### src/rtl/blink_code.sv
// Plays a status code on one LED as N on/off pulses followed by a gap, paced by an external tick.
// Optional BLINK_CODE_DIM_EN adds a duty_i port that PWM-dims the LED during the ON phase.
module blink_code #(
   parameter int unsigned CODE_W    = 4,
   parameter int unsigned ON_TICKS  = 2,
   parameter int unsigned OFF_TICKS = 2,
   parameter int unsigned GAP_TICKS = 6
) (
   input  logic              clk_i,
   input  logic              rst_ni,
   input  logic              tick_i,
   input  logic [CODE_W-1:0] code_i,
   input  logic              code_valid_i,
   output logic              code_ready_o,
   input  logic              repeat_i,
   input  logic              stop_i,
`ifdef BLINK_CODE_DIM_EN
   input  logic [3:0]        duty_i,
`endif
   output logic              led_o,
   output logic              busy_o,
   output logic              done_o
);

   localparam int unsigned MAX_OO = (ON_TICKS > OFF_TICKS) ? ON_TICKS : OFF_TICKS;
   localparam int unsigned MAX_T  = (MAX_OO > GAP_TICKS) ? MAX_OO : GAP_TICKS;
   localparam int unsigned CNT_W  = $clog2(MAX_T + 1);

   if (CODE_W == 0 || ON_TICKS == 0 || OFF_TICKS == 0 || GAP_TICKS == 0) begin : g_bad_param
      $error("blink_code: all parameters must be non-zero");
   end

   typedef enum logic [1:0] {S_IDLE, S_ON, S_OFF, S_GAP} state_e;

   state_e              state_q, state_d;
   logic [CNT_W-1:0]    cnt_q, cnt_d;
   logic [CODE_W-1:0]   pulses_q, pulses_d;
   logic [CODE_W-1:0]   code_q, code_d;
   logic                led_q, led_d;
   logic                busy_q, busy_d;
   logic                done_q, done_d;
   logic                accept;
`ifdef BLINK_CODE_DIM_EN
   logic [3:0]          dim_q, dim_d;
`endif

   assign code_ready_o = (state_q == S_IDLE) & ~stop_i;
   assign accept       = code_valid_i & code_ready_o;

   // Next-state, phase counting and registered-output decode
   always_comb begin
      state_d  = state_q;
      cnt_d    = cnt_q;
      pulses_d = pulses_q;
      code_d   = code_q;
      done_d   = 1'b0;

      unique case (state_q)
         S_IDLE: begin
            if (accept) begin
               code_d   = code_i;
               pulses_d = code_i;
               cnt_d    = '0;
               if (code_i == '0) begin
                  done_d = 1'b1;
               end else begin
                  state_d = S_ON;
               end
            end
         end
         S_ON: begin
            if (tick_i) begin
               if (cnt_q == CNT_W'(ON_TICKS - 1)) begin
                  state_d = S_OFF;
                  cnt_d   = '0;
               end else begin
                  cnt_d = cnt_q + CNT_W'(1);
               end
            end
         end
         S_OFF: begin
            if (tick_i) begin
               if (cnt_q == CNT_W'(OFF_TICKS - 1)) begin
                  cnt_d = '0;
                  if (pulses_q > CODE_W'(1)) begin
                     state_d  = S_ON;
                     pulses_d = pulses_q - CODE_W'(1);
                  end else begin
                     state_d = S_GAP;
                  end
               end else begin
                  cnt_d = cnt_q + CNT_W'(1);
               end
            end
         end
         S_GAP: begin
            if (tick_i) begin
               if (cnt_q == CNT_W'(GAP_TICKS - 1)) begin
                  cnt_d = '0;
                  if (repeat_i) begin
                     state_d  = S_ON;
                     pulses_d = code_q;
                  end else begin
                     state_d = S_IDLE;
                     done_d  = 1'b1;
                  end
               end else begin
                  cnt_d = cnt_q + CNT_W'(1);
               end
            end
         end
         default: state_d = S_IDLE;
      endcase

      // Abort overrides every other transition, including a finishing phase
      if (stop_i) begin
         state_d  = S_IDLE;
         cnt_d    = '0;
         pulses_d = '0;
         done_d   = 1'b0;
      end

      busy_d = (state_d != S_IDLE);
`ifdef BLINK_CODE_DIM_EN
      dim_d  = dim_q + 4'd1;
      led_d  = (state_d == S_ON) && (dim_d < duty_i);
`else
      led_d  = (state_d == S_ON);
`endif
   end

   always_ff @(posedge clk_i or negedge rst_ni) begin
      if (!rst_ni) begin
         state_q  <= S_IDLE;
         cnt_q    <= '0;
         pulses_q <= '0;
         code_q   <= '0;
         led_q    <= 1'b0;
         busy_q   <= 1'b0;
         done_q   <= 1'b0;
`ifdef BLINK_CODE_DIM_EN
         dim_q    <= '0;
`endif
      end else begin
         state_q  <= state_d;
         cnt_q    <= cnt_d;
         pulses_q <= pulses_d;
         code_q   <= code_d;
         led_q    <= led_d;
         busy_q   <= busy_d;
         done_q   <= done_d;
`ifdef BLINK_CODE_DIM_EN
         dim_q    <= dim_d;
`endif
      end
   end

   assign led_o  = led_q;
   assign busy_o = busy_q;
   assign done_o = done_q;

endmodule

### config.mk
export PLATFORM = sky130hd
export DESIGN_NAME = blink_code
export DESIGN_NICKNAME = d
export VERILOG_FILES = /design/src/rtl/blink_code.sv
export SDC_FILE = /design/constraint.sdc
export NUM_CORES = 1
export LEC_CHECK = 0
export CAP_MARGIN = 20
export CORE_MARGIN = 4
export CORE_UTILIZATION = 51
export CTS_BUF_LIST = sky130_fd_sc_hd__clkbuf_4
export DETAILED_ROUTE_END_ITERATION = 8
export PLACE_DENSITY = 0.78
export SYNTH_ARGS = -nofsm -noshare
export SYNTH_HDL_FRONTEND = slang
export SYNTH_SLANG_ARGS = --single-unit
### constraint.sdc
create_clock -name clk_i -period 1.8 [get_ports clk_i]
set_clock_uncertainty 0.1 [all_clocks]
set_input_delay 0.36 -clock clk_i [delete_from_list [all_inputs] [get_ports clk_i]]
set_output_delay 0.36 -clock clk_i [all_outputs]
set_load 0.005 [all_outputs]
==> summary.md, run 1 <==
| Metric | Value |
|---|---|
| Outcome | `finished with violations` |
| Failing checks | `setup timing` |
| Inst Count DP | `roughly 170` |
| Yosys warning count | `0` |
| Drt wl/cell | `between 20 and 25 um` |
| Pint | `1.29 mW` |
| Final ANT Viol Nets | `0` |
| Initial antenna violation count | `0` |
| Syn Area/Cell | `between 9 and 10 um^2` |
| Leak | `0.765 nW` |
| Port-buffer cells | `13` |
| Share of cells above drive strength 1 | `a little under half` |
| Final Instance Area | `approximately 1700 um^2` |
| Reg2Reg Depth | `7` |
| Final wirelength | `4060 um` |
| Netlist cell types | `40` |
| Worst Max-Slew Pin Slew | `around 0.43 ns` |
| Clock tree buffer depth | `2` |
| Area after DPL | `1400 um^2` |
| Relative slew slack | `71.3%` |
| Row count | `16` |
| Largest net degree at the start of global routing | `17` |
| GRT Resource Usage Total | `27.3%` |
| WP buf/inv | `2` |
| Synth Flop Type | `dfrtp_1` |
| Fmax | `between 0.5 and 0.6 GHz` |
| Post-synthesis register bit count | `16` |
| Remaining DRCs | `0` |
| Crit path kind | `reg -> reg` |
| Worst-Skew Late Latency | `between 0.2 and 0.3 ns` |
| Final Non-Filler Cells | `between 150 and 200` |
| Antenna Cells | `0` |
| Crit share post-route | `108%` |
| Via count | `1199` |
| Worst-path clk slew | `around 0.10 ns` |
| P_sw | `0.945 mW` |
| Pins Over Slew Limit | `0` |
| CTS H-tree lvls | `1` |
| Io pins | `14` |
| Vias per cell | `approximately 6.3` |
| Worst vdd ir | `0.000922 V` |
| Global-route wire length before repair | `between 5000 and 6000 um` |
| HP Class | `in -> async` |
| Register share of total power | `25.3%` |
| Cell family with most CP delay | `compound AO/OA/AOI/OAI gates` |
| Sw frac | `between 40 and 50%` |
| Post-synth EDFFs | `0` |
| Root buf cell | `clkbuf_4` |
| P per Cell Area | `roughly 1300 nW/um^2` |
| Cell chain of the critical path | `inv_2 -> buf_4 -> ha_4 -> nor3_2 -> a221o_1 -> a21o_4 -> a211oi_1` |
| CP required | `~1.9 ns` |
| Register area share after synthesis | `a little under two fifths` |
| Die area | `approximately 2900 um^2` |
| Final setup fails | `8` |
| Crit end category | `flip-flop` |
| Synth Net Count | `approximately 130` |
| WP data arrival | `between 2 and 2.5 ns` |
| Post-Syn Area | `around 1100 um^2` |
| CP Launch Type | `flip-flop` |
| Fin crit period | `~2 ns` |
| Final setup margin | `-0.153 ns` |
| Final hold viol count | `0` |
| Layout Nets | `~180` |
| Die X | `between 50 and 60 um` |
| Critical-path maximum fanout | `5` |
| Core area | `just under 2000 um^2` |
| CTS tree | `built` |
| Num CTS Buffers | `3` |
| Worst path depth | `7` |
| Detail Placement HPWL | `around 2000 um` |
| Die Y | `between 50 and 60 um` |
| Initial Utilization | `54.0%` |
| Critical path's slowest cell | `dfrtp_1` |
| Vias in the first global route | `approximately 1100` |
| FFs w/ async S/R, synth | `100%` |
| DR pass1 iterations | `5` |
| Commonest cells after routing, fill and taps aside | `33 x buf_4, 16 x dfrtp_1, 12 x clkdlybuf4s50_1` |
| # hold bufs at CTS | `0` |
| GR Overflow Total | `0` |
| Clock tree sinks | `16` |
| Final GP Congestion | `a little over 0.9` |
| Critical Path Max Stage Delay | `~0.43 ns` |
| Layout area overhead | `63.2%` |
| Commonest non-fill, non-tap cell in the layout | `buf_4` |
| # Max-Cap Violations | `0` |
| RSZ-0062 raised after global routing | `yes` |
| Iter 0 DRT Violations | `a little over 60` |
| Clock Power Share | `under 10%` |
| Cells after Synth | `approximately 110` |
| Combinational power share | `65.5%` |
-- final timing paths --
| check | from | end | slack [ns] |
|---|---|---|---|
| max | state_q[0]$_DFF_PN0_ | pulses_q[0]$_DFFE_PN0P_ | -0.15 |
| min | rst_ni | state_q[1]$_DFF_PN0_ | 0.28 |
| max reg2reg | state_q[0]$_DFF_PN0_ | pulses_q[0]$_DFFE_PN0P_ | -0.15 |
| min reg2reg | code_q[2]$_DFFE_PN0P_ | code_q[2]$_DFFE_PN0P_ | 0.42 |
| max in group asynchronous | rst_ni | code_q[1]$_DFFE_PN0P_ | 1.13 |
| min in group clk_i | code_q[2]$_DFFE_PN0P_ | code_q[2]$_DFFE_PN0P_ | 0.42 |
-- synth_stat cells (3+ instances only) --
cell | n | area [um^2]
nor2_1 | 4 | 15.0
a211oi_1 | 7 | 52.6
dfrtp_1 | 16 | 400
mux2_2 | 4 | 45.0
nor2b_1 | 3 | 18.8
inv_1 | 10 | 37.5
nand2b_1 | 4 | 25.0
o21ai_0 | 4 | 20.0
ha_1 | 9 | 113
nand2_1 | 3 | 11.3
a221o_1 | 4 | 40.0
nor3_1 | 3 | 15.0
o21bai_1 | 3 | 22.5
-- flip-flops by register name (all words and copies together) (netlist names) --
name      cells
busy_o        1
cnt_q         3
code_q        4
done_o        1
led_o         1
pulses_q      4
state_q       2
-- layer usage --
metal | vias to the layer above | GRT usage [%] | wire length, um
li1 | 512 | - | -
met1 | 576 | 32.8 | 1550
met2 | 86 | 47.2 | 1950
met3 | 25 | 3.60 | 367
met4 | 0 | 13.6 | 188
met5 | - | 0 | 0
-- worst register-to-register path: stages (launching register included) --
cell and delay (ns):
dfrtp_1 0.43, inv_2 0.11, buf_4 0.15, ha_4 0.17
nor3_2 0.05, a221o_1 0.32, a21o_4 0.23, a211oi_1 0.29
-- kinds of logic after synthesis --
group | after synthesis | synth area share, %
xor+xnor | 2 | 1.64
mux | 5 | 5.26
buf+inv | 13 | 4.79
simple gates | 26 | 13.4
compound gates | 37 | 27.0
fa+ha+maj | 9 | 10.5
flops | 16 | 37.4
-- timing repair --
item / 4_1_cts / 5_1_grt
endpoints found under the setup margin: 10 / 12
hold endpoints to repair: 0 / 0
pin swaps: 6 / 13
resized for setup: 26 / 24
setup buffers: 8 / 8
-- layout make-up --
cell class	instances	area, um^2
multi-input combinational	79	796
timing repair buffer	53	452
sequential	16	400
fill	86	234
inverter	10	40.0
tap	27	33.8
clock buffer	3	22.5
clock inverter	1	3.75
-- stage by stage --
stage | setup TNS, ns | hold slack [ns] | power [mW] | utilization (%) | setup slack [ns]
3_3_place_gp | -1.27 | 0.392 | 1.40 | 70.7 | -0.162
5_1_grt | -0.962 | 0.291 | 2.34 | 88.2 | -0.201
6_report | -0.637 | 0.284 | 2.23 | 88.2 | -0.153
4_1_cts | -0.124 | 0.286 | 1.84 | 80.1 | -0.0536
3_5_place_dp | -1.77 | 0.392 | 1.43 | 70.7 | -0.193
2_1_floorplan | 0 | -0.0356 | 1.08 | - | 0.0329
-- power groups by stage --
stage	clock network, mW	registers, mW	logic, mW
after global placement	0	0.545	0.853
final	0.206	0.564	1.46
after detailed placement	0	0.550	0.882
after CTS	0.205	0.543	1.10
after global routing	0.235	0.573	1.53
after floorplan	0	0.542	0.540
Power figures use the tool's default switching activity.
==> run 2: changes to the inputs <==
Settings changed: ABC_CLOCK_PERIOD_IN_PS set to 1800, CELL_PAD_IN_SITES_DETAIL_PLACEMENT set to 1, CELL_PAD_IN_SITES_GLOBAL_PLACEMENT set to 2, CORE_UTILIZATION 51 to 32, CTS_CLUSTER_SIZE set to 14, PLACE_DENSITY 0.78 to unset, PLACE_DENSITY_LB_ADDON set to 0.1.
==> run 2 against run 1 <==
Against the previous run:
- the flow still finishes with violations (setup timing)
- critical path depth shrank 1
- utilization shrank 31 points
- final cell count grew 8.5%
- register-to-register slack gained 0.13 ns
- hold slack lost 0.0066 ns
- routed wire length shrank 14%
- combinational power shrank 9%
- critical endpoint is now pulses_q[3]$_DFFE_PN0P_
==> summary.md, run 2 (synthesis gave the netlist of run 1 again) <==
| Metric | Value |
|---|---|
| Outcome | `finished with violations (unchanged)` |
| Failing checks | `setup timing (unchanged)` |
| Die Y | `65.9 um (was 53.8 um)` |
| Root buf cell | `clkbuf_4 (unchanged)` |
| WP data arrival | `1.90 ns (was 2.04 ns)` |
| GR Layer Usage met2 | `27.2% (was 47.2%)` |
| GRT Resource Usage Total | `17.2% (was 27.3%)` |
| Num CTS Buffers | `3 (unchanged)` |
| P_sw | `0.849 mW (was 0.945 mW)` |
| Global-route met1 utilization | `23.8% (was 32.8%)` |
| Relative slew slack | `75.5% (was 71.3%)` |
| Final GP Congestion | `0.823 (was 0.926)` |
| GR Overflow Total | `0 (unchanged)` |
| CTS H-tree lvls | `1 (unchanged)` |
| Vias in the first global route | `1176 (was 1144)` |
| Worst-path clk slew | `0.10 ns (about the same)` |
| Top flop regs | `code_q x4, pulses_q x4, cnt_q x3 (unchanged)` |
| Final setup fails | `2 (was 8)` |
| Antenna Cells | `0 (unchanged)` |
| Initial Utilization | `34.2% (was 54.0%)` |
| Commonest non-fill, non-tap cell in the layout | `buf_4 (unchanged)` |
| Setup slack at placement | `-0.194 ns (was -0.193 ns)` |
| Crit share post-route | `101% (was 108%)` |
| Final Instance Area | `1780 um^2 (was 1750 um^2)` |
| Detail Placement HPWL | `2380 um (was 2040 um)` |
| Share of cells above drive strength 1 | `50.3% (was 47.5%)` |
| # Max-Cap Violations | `0 (unchanged)` |
| Layout Nets | `182 (unchanged)` |
| GRT met3 Usage | `2.38% (was 3.60%)` |
| Clock tree sinks | `16 (unchanged)` |
| Final ANT Viol Nets | `0 (unchanged)` |
| CP Launch Type | `flip-flop (unchanged)` |
| Crit path kind | `reg -> reg (unchanged)` |
| Fmax | `0.550 GHz (was 0.512 GHz)` |
| Final wirelength | `3470 um (was 4060 um)` |
| # hold bufs at CTS | `0 (unchanged)` |
| Remaining DRCs | `0 (unchanged)` |
| Crit end category | `flip-flop (unchanged)` |
| Drt wl/cell | `16.9 um (was 21.5 um)` |
| Row count | `20 (was 16)` |
| Worst Max-Slew Pin Slew | `0.368 ns (was 0.425 ns)` |
| Port-buffer cells | `13 (unchanged)` |
| Vias per cell | `5.22 (was 6.34)` |
| Die X | `65.9 um (was 53.8 um)` |
| Iter 0 DRT Violations | `42 (was 61)` |
| Pint | `1.24 mW (was 1.29 mW)` |
| Combinational power share | `63.8% (was 65.5%)` |
| HP Class | `in -> async (unchanged)` |
| Fin crit period | `1.82 ns (was 1.95 ns)` |
| Io pins | `14 (unchanged)` |
| Final Non-Filler Cells | `205 (was 189)` |
| Clock Power Share | `9.9% (was 9.2%)` |
| Commonest cells after routing, fill and taps aside | `32 x buf_4, 14 x dfrtp_1, 12 x clkdlybuf4s50_1 (was 33 x buf_4, 16 x dfrtp_1, 12 x clkdlybuf4s50_1)` |
| Total power | `2.09 mW (was 2.23 mW)` |
| Layout area overhead | `66.1% (was 63.2%)` |
| DR pass1 iterations | `4 (was 5)` |
| CTS tree | `built (unchanged)` |
| Pins Over Slew Limit | `0 (unchanged)` |
| Final setup margin | `-0.0183 ns (was -0.153 ns)` |
| Global-route wire length before repair | `5690 um (was 5540 um)` |
| Critical-path maximum fanout | `5 (unchanged)` |
| GR peak layer | `met2 (unchanged)` |
| Largest net degree at the start of global routing | `17 (unchanged)` |
| Final hold viol count | `0 (unchanged)` |
| P per Cell Area | `1180 nW/um^2 (was 1280 nW/um^2)` |
| CP required | `1.88 ns (was 1.89 ns)` |
| Leak | `0.769 nW (was 0.765 nW)` |
| Initial antenna violation count | `0 (unchanged)` |
| Clock tree buffer depth | `2 (unchanged)` |
| Register share of total power | `26.4% (was 25.3%)` |
| Via count | `1070 (was 1199)` |
| Inst Count DP | `195 (was 169)` |
| Die area | `4340 um^2 (was 2900 um^2)` |
| RSZ-0062 raised after global routing | `yes (unchanged)` |
| Worst-Skew Late Latency | `0.30 ns (was 0.29 ns)` |
| Area after DPL | `1490 um^2 (was 1400 um^2)` |
| Core area | `3130 um^2 (was 1980 um^2)` |
| Worst vdd ir | `0.000443 V (was 0.000922 V)` |
| Sw frac | `40.5% (was 42.3%)` |
run 2: critical path: stages (launching register included):
cell      delay, ns
dfrtp_2        0.43
buf_6          0.14
ha_4           0.17
buf_4          0.15
a21o_1         0.19
a221oi_1       0.40
a221oi_2       0.10
run 2: timing repair:
action / CTS / global route
pin swaps: 9 / 18
resized for setup: 30 / 26
buffers inserted: 6 / 2
cloned: 0 / 0
setup endpoints to repair: 8 / 16
run 2: power groups by stage:
| stage | Sequential [mW] | Combinational (mW) | Clock (mW) |
|---|---|---|---|
| after detailed placement | 0.559 | 0.947 | 0 |
| final | 0.552 | 1.33 | 0.207 |
| after floorplan | 0.542 | 0.540 | 0 |
| after CTS | 0.549 | 1.15 | 0.212 |
| after global placement | 0.554 | 0.923 | 0 |
| after global routing | 0.566 | 1.44 | 0.226 |
run 2: final timing paths:
kind	slack, ns	end	depth (start not counted)	from
max reg2reg	-0.02	pulses_q[3]$_DFFE_PN0P_	6	state_q[1]$_DFF_PN0_
min	0.28	state_q[1]$_DFF_PN0_	2	rst_ni
min reg2reg	0.42	code_q[0]$_DFFE_PN0P_	1	code_q[0]$_DFFE_PN0P_
min in group clk_i	0.42	code_q[0]$_DFFE_PN0P_	1	code_q[0]$_DFFE_PN0P_
max in group asynchronous	1.11	state_q[0]$_DFF_PN0_	2	rst_ni
max	-0.02	pulses_q[3]$_DFFE_PN0P_	6	state_q[1]$_DFF_PN0_
run 2: stage by stage:
stage	hold slack (ns)	util, %	setup TNS, ns
6_report	0.277	56.9	-0.0271
5_1_grt	0.313	56.9	-0.406
2_1_floorplan	-0.0356	-	0
3_3_place_gp	0.391	47.6	-1.63
4_1_cts	0.286	53.0	-0.0922
3_5_place_dp	0.404	47.6	-1.83
run 2: routing by layer:
| layer | vias to the layer above | share of wire [%] |
|---|---|---|
| met5 | - | 0 |
| met4 | 0 | 2.2 |
| met3 | 9 | 3.1 |
| met2 | 25 | 48 |
| met1 | 522 | 47 |
| li1 | 514 | - |
run 2: final cells by class:
type,instances,area (um^2)
fill,346,1350
multi-input combinational,79,796
timing repair buffer,53,455
sequential,16,403
tap,44,55.1
inverter,10,47.5
clock buffer,3,22.5
==> run 3: changes to the inputs <==
Settings changed: ABC_CLOCK_PERIOD_IN_PS 1800 to 2100, CORE_UTILIZATION 32 to 38.
Clock period 1.8 ns to 2.1 ns, I/O delays scaled along.
==> run 3 against run 2 <==
Against the previous run:
- the flow now finishes without violations
- clock power fell by 15%
- routed wire length fell by 16%
- non-clock buffer count fell by 22
- hold slack improved by 0.065 ns
- maximum frequency fell by 9.7%
- critical endpoint is now pulses_q[1]$_DFFE_PN0P_
- highest routed layer unchanged
==> summary.md, run 3 (synthesis gave the netlist of run 1 again) <==
| Metric | Value |
|---|---|
| Final setup fails | `0 (was 2)` |
| Final GP Congestion | `0.866 (was 0.823)` |
| Die area | `3730 um^2 (was 4340 um^2)` |
| Iter 0 DRT Violations | `21 (was 42)` |
| Relative slew slack | `75.3% (was 75.5%)` |
| Commonest cells after routing, fill and taps aside | `18 x buf_4, 15 x dfrtp_1, 12 x clkdlybuf4s50_1 (was 32 x buf_4, 14 x dfrtp_1, 12 x clkdlybuf4s50_1)` |
| Clock Power Share | `12.5% (was 9.9%)` |
| Root buf cell | `clkbuf_4 (unchanged)` |
| WP data arrival | `2.08 ns (was 1.90 ns)` |
| Antenna Cells | `0 (unchanged)` |
| DR pass1 iterations | `4 (unchanged)` |
| Fmax | `0.497 GHz (was 0.550 GHz)` |
| Global-route met1 utilization | `26.4% (was 23.8%)` |
| Via count | `966 (was 1070)` |
| Outcome | `completed (was finished with violations)` |
| Worst-Skew Late Latency | `0.29 ns (was 0.30 ns)` |
| CP Launch Type | `flip-flop (unchanged)` |
| Fin crit period | `2.01 ns (was 1.82 ns)` |
| CP required | `2.17 ns (was 1.88 ns)` |
| GRT Resource Usage Total | `18.6% (was 17.2%)` |
| Share of cells above drive strength 1 | `22.9% (was 50.3%)` |
| Pint | `0.838 mW (was 1.24 mW)` |
| Io pins | `14 (unchanged)` |
| Row count | `18 (was 20)` |
| Crit end category | `flip-flop (unchanged)` |
| Clock tree sinks | `16 (unchanged)` |
| # hold bufs at CTS | `0 (unchanged)` |
| GR Layer Usage met2 | `28.9% (was 27.2%)` |
| Total power | `1.40 mW (was 2.09 mW)` |
| HP Class | `in -> async (unchanged)` |
| Register share of total power | `33.8% (was 26.4%)` |
| P_sw | `0.564 mW (was 0.849 mW)` |
| Vias in the first global route | `1054 (was 1176)` |
| Drt wl/cell | `17.1 um (was 16.9 um)` |
| Pins Over Slew Limit | `0 (unchanged)` |
| Remaining DRCs | `0 (unchanged)` |
| Final Non-Filler Cells | `170 (was 205)` |
| GR peak layer | `met2 (unchanged)` |
| Clock tree buffer depth | `2 (unchanged)` |
| Crit share post-route | `95.8% (was 101%)` |
| Final setup margin | `0.0874 ns (was -0.0183 ns)` |
| Largest net degree at the start of global routing | `17 (unchanged)` |
| Combinational power share | `53.7% (was 63.8%)` |
| Core area | `2590 um^2 (was 3130 um^2)` |
| Initial antenna violation count | `0 (unchanged)` |
| Vias per cell | `5.68 (was 5.22)` |
| # Max-Cap Violations | `0 (unchanged)` |
| Layout Nets | `160 (was 182)` |
| Commonest non-fill, non-tap cell in the layout | `buf_4 (unchanged)` |
| Worst-path clk slew | `0.10 ns (about the same)` |
| Final ANT Viol Nets | `0 (unchanged)` |
| Final hold viol count | `0 (unchanged)` |
| Die X | `61.1 um (was 65.9 um)` |
| Sw frac | `40.2% (was 40.5%)` |
| Worst Max-Slew Pin Slew | `0.368 ns (about the same)` |
| Final wirelength | `2910 um (was 3470 um)` |
| Layout area overhead | `30.6% (was 66.1%)` |
| Worst vdd ir | `0.000521 V (was 0.000443 V)` |
| Fill count | `301 (was 346)` |
| Port-buffer cells | `13 (unchanged)` |
| CTS tree | `built (unchanged)` |
| CTS H-tree lvls | `1 (unchanged)` |
| P per Cell Area | `1000 nW/um^2 (was 1180 nW/um^2)` |
| Initial Utilization | `41.4% (was 34.2%)` |
| Top flop regs | `code_q x4, pulses_q x4, cnt_q x3 (unchanged)` |
| GR Overflow Total | `0 (unchanged)` |
| GRT met3 Usage | `2.94% (was 2.38%)` |
| Die Y | `61.1 um (was 65.9 um)` |
| Leak | `0.618 nW (was 0.769 nW)` |
| Critical-path maximum fanout | `6 (was 5)` |
| Inst Count DP | `164 (was 195)` |
| RSZ-0062 raised after global routing | `no (was yes)` |
| Detail Placement HPWL | `2290 um (was 2380 um)` |
| Setup slack at placement | `-0.0240 ns (was -0.194 ns)` |
| Final Util | `54.0% (was 56.9%)` |
| Crit path kind | `reg -> reg (unchanged)` |
| Global-route wire length before repair | `5150 um (was 5690 um)` |
| Num CTS Buffers | `3 (unchanged)` |
## run 3: cell count changes in the layout (fill, tap and decap cells not counted), moves of 4 or more
cell,delta
a211oi_1,+7
a211oi_2,-7
buf_4,-14
buf_6,-8
ha_4,-4
## run 3: path summary, 6_finish.rpt
path	slack (ns)	cells past startpoint	endpoint	from
setup reg to reg	0.09	7	pulses_q[1]$_DFFE_PN0P_	state_q[1]$_DFF_PN0_
min in group clk_i	0.43	1	code_q[3]$_DFFE_PN0P_	code_q[3]$_DFFE_PN0P_
hold reg to reg	0.43	1	code_q[3]$_DFFE_PN0P_	code_q[3]$_DFFE_PN0P_
max in group asynchronous	1.36	2	state_q[1]$_DFF_PN0_	rst_ni
setup / recovery	0.09	7	pulses_q[1]$_DFFE_PN0P_	state_q[1]$_DFF_PN0_
hold / removal	0.34	2	led_o$_DFF_PN0_	rst_ni
## run 3: per-layer routing
layer  vias up  routed length [um]
met5         -                   0
met4         0                  30
met3         4                  76
met2        19                1340
met1       477                1460
li1        466                   -
## run 3: what timing repair did
item | CTS | global route
endpoints found under the setup margin | 1 | 4
gates cloned | 0 | 0
gates resized for setup | 4 | 2
setup buffers | 2 | 0
## run 3: metrics by stage
stage	instance area, um^2	hold WS (ns)	setup TNS (ns)
after floorplan	1070	0.0244	0
after global placement	1350	0.391	0
after detailed placement	1350	0.405	-0.0240
after CTS	1390	0.349	0
after global routing	1400	0.338	0
final	1400	0.342	0
## run 3: area by class of cell
cell class / count / area [um^2] / area share [%]
inverter: 10 / 37.5 / 2.68
tap: 30 / 37.5 / 2.68
multi-input combinational: 79 / 632 / 45.2
sequential: 16 / 402 / 28.7
timing repair buffer: 31 / 264 / 18.9
clock inverter: 1 / 3.75 / 0.268
clock buffer: 3 / 22.5 / 1.61
## run 3: critical path, cell delays in order (launching register included)
cell and delay, ns:
dfrtp_2 0.41, buf_4 0.15, ha_1 0.27, buf_4 0.18
nor2b_1 0.13, a221o_1 0.27, a211oi_1 0.29, a211oi_1 0.10
## run 3: power groups by stage
stage	clock (mW)	sequential (mW)	combinational, mW
6_report	0.175	0.474	0.752
5_1_grt	0.203	0.487	0.836
4_1_cts	0.180	0.472	0.746
3_5_place_dp	0	0.488	0.710
3_3_place_gp	0	0.479	0.690
2_1_floorplan	0	0.463	0.462
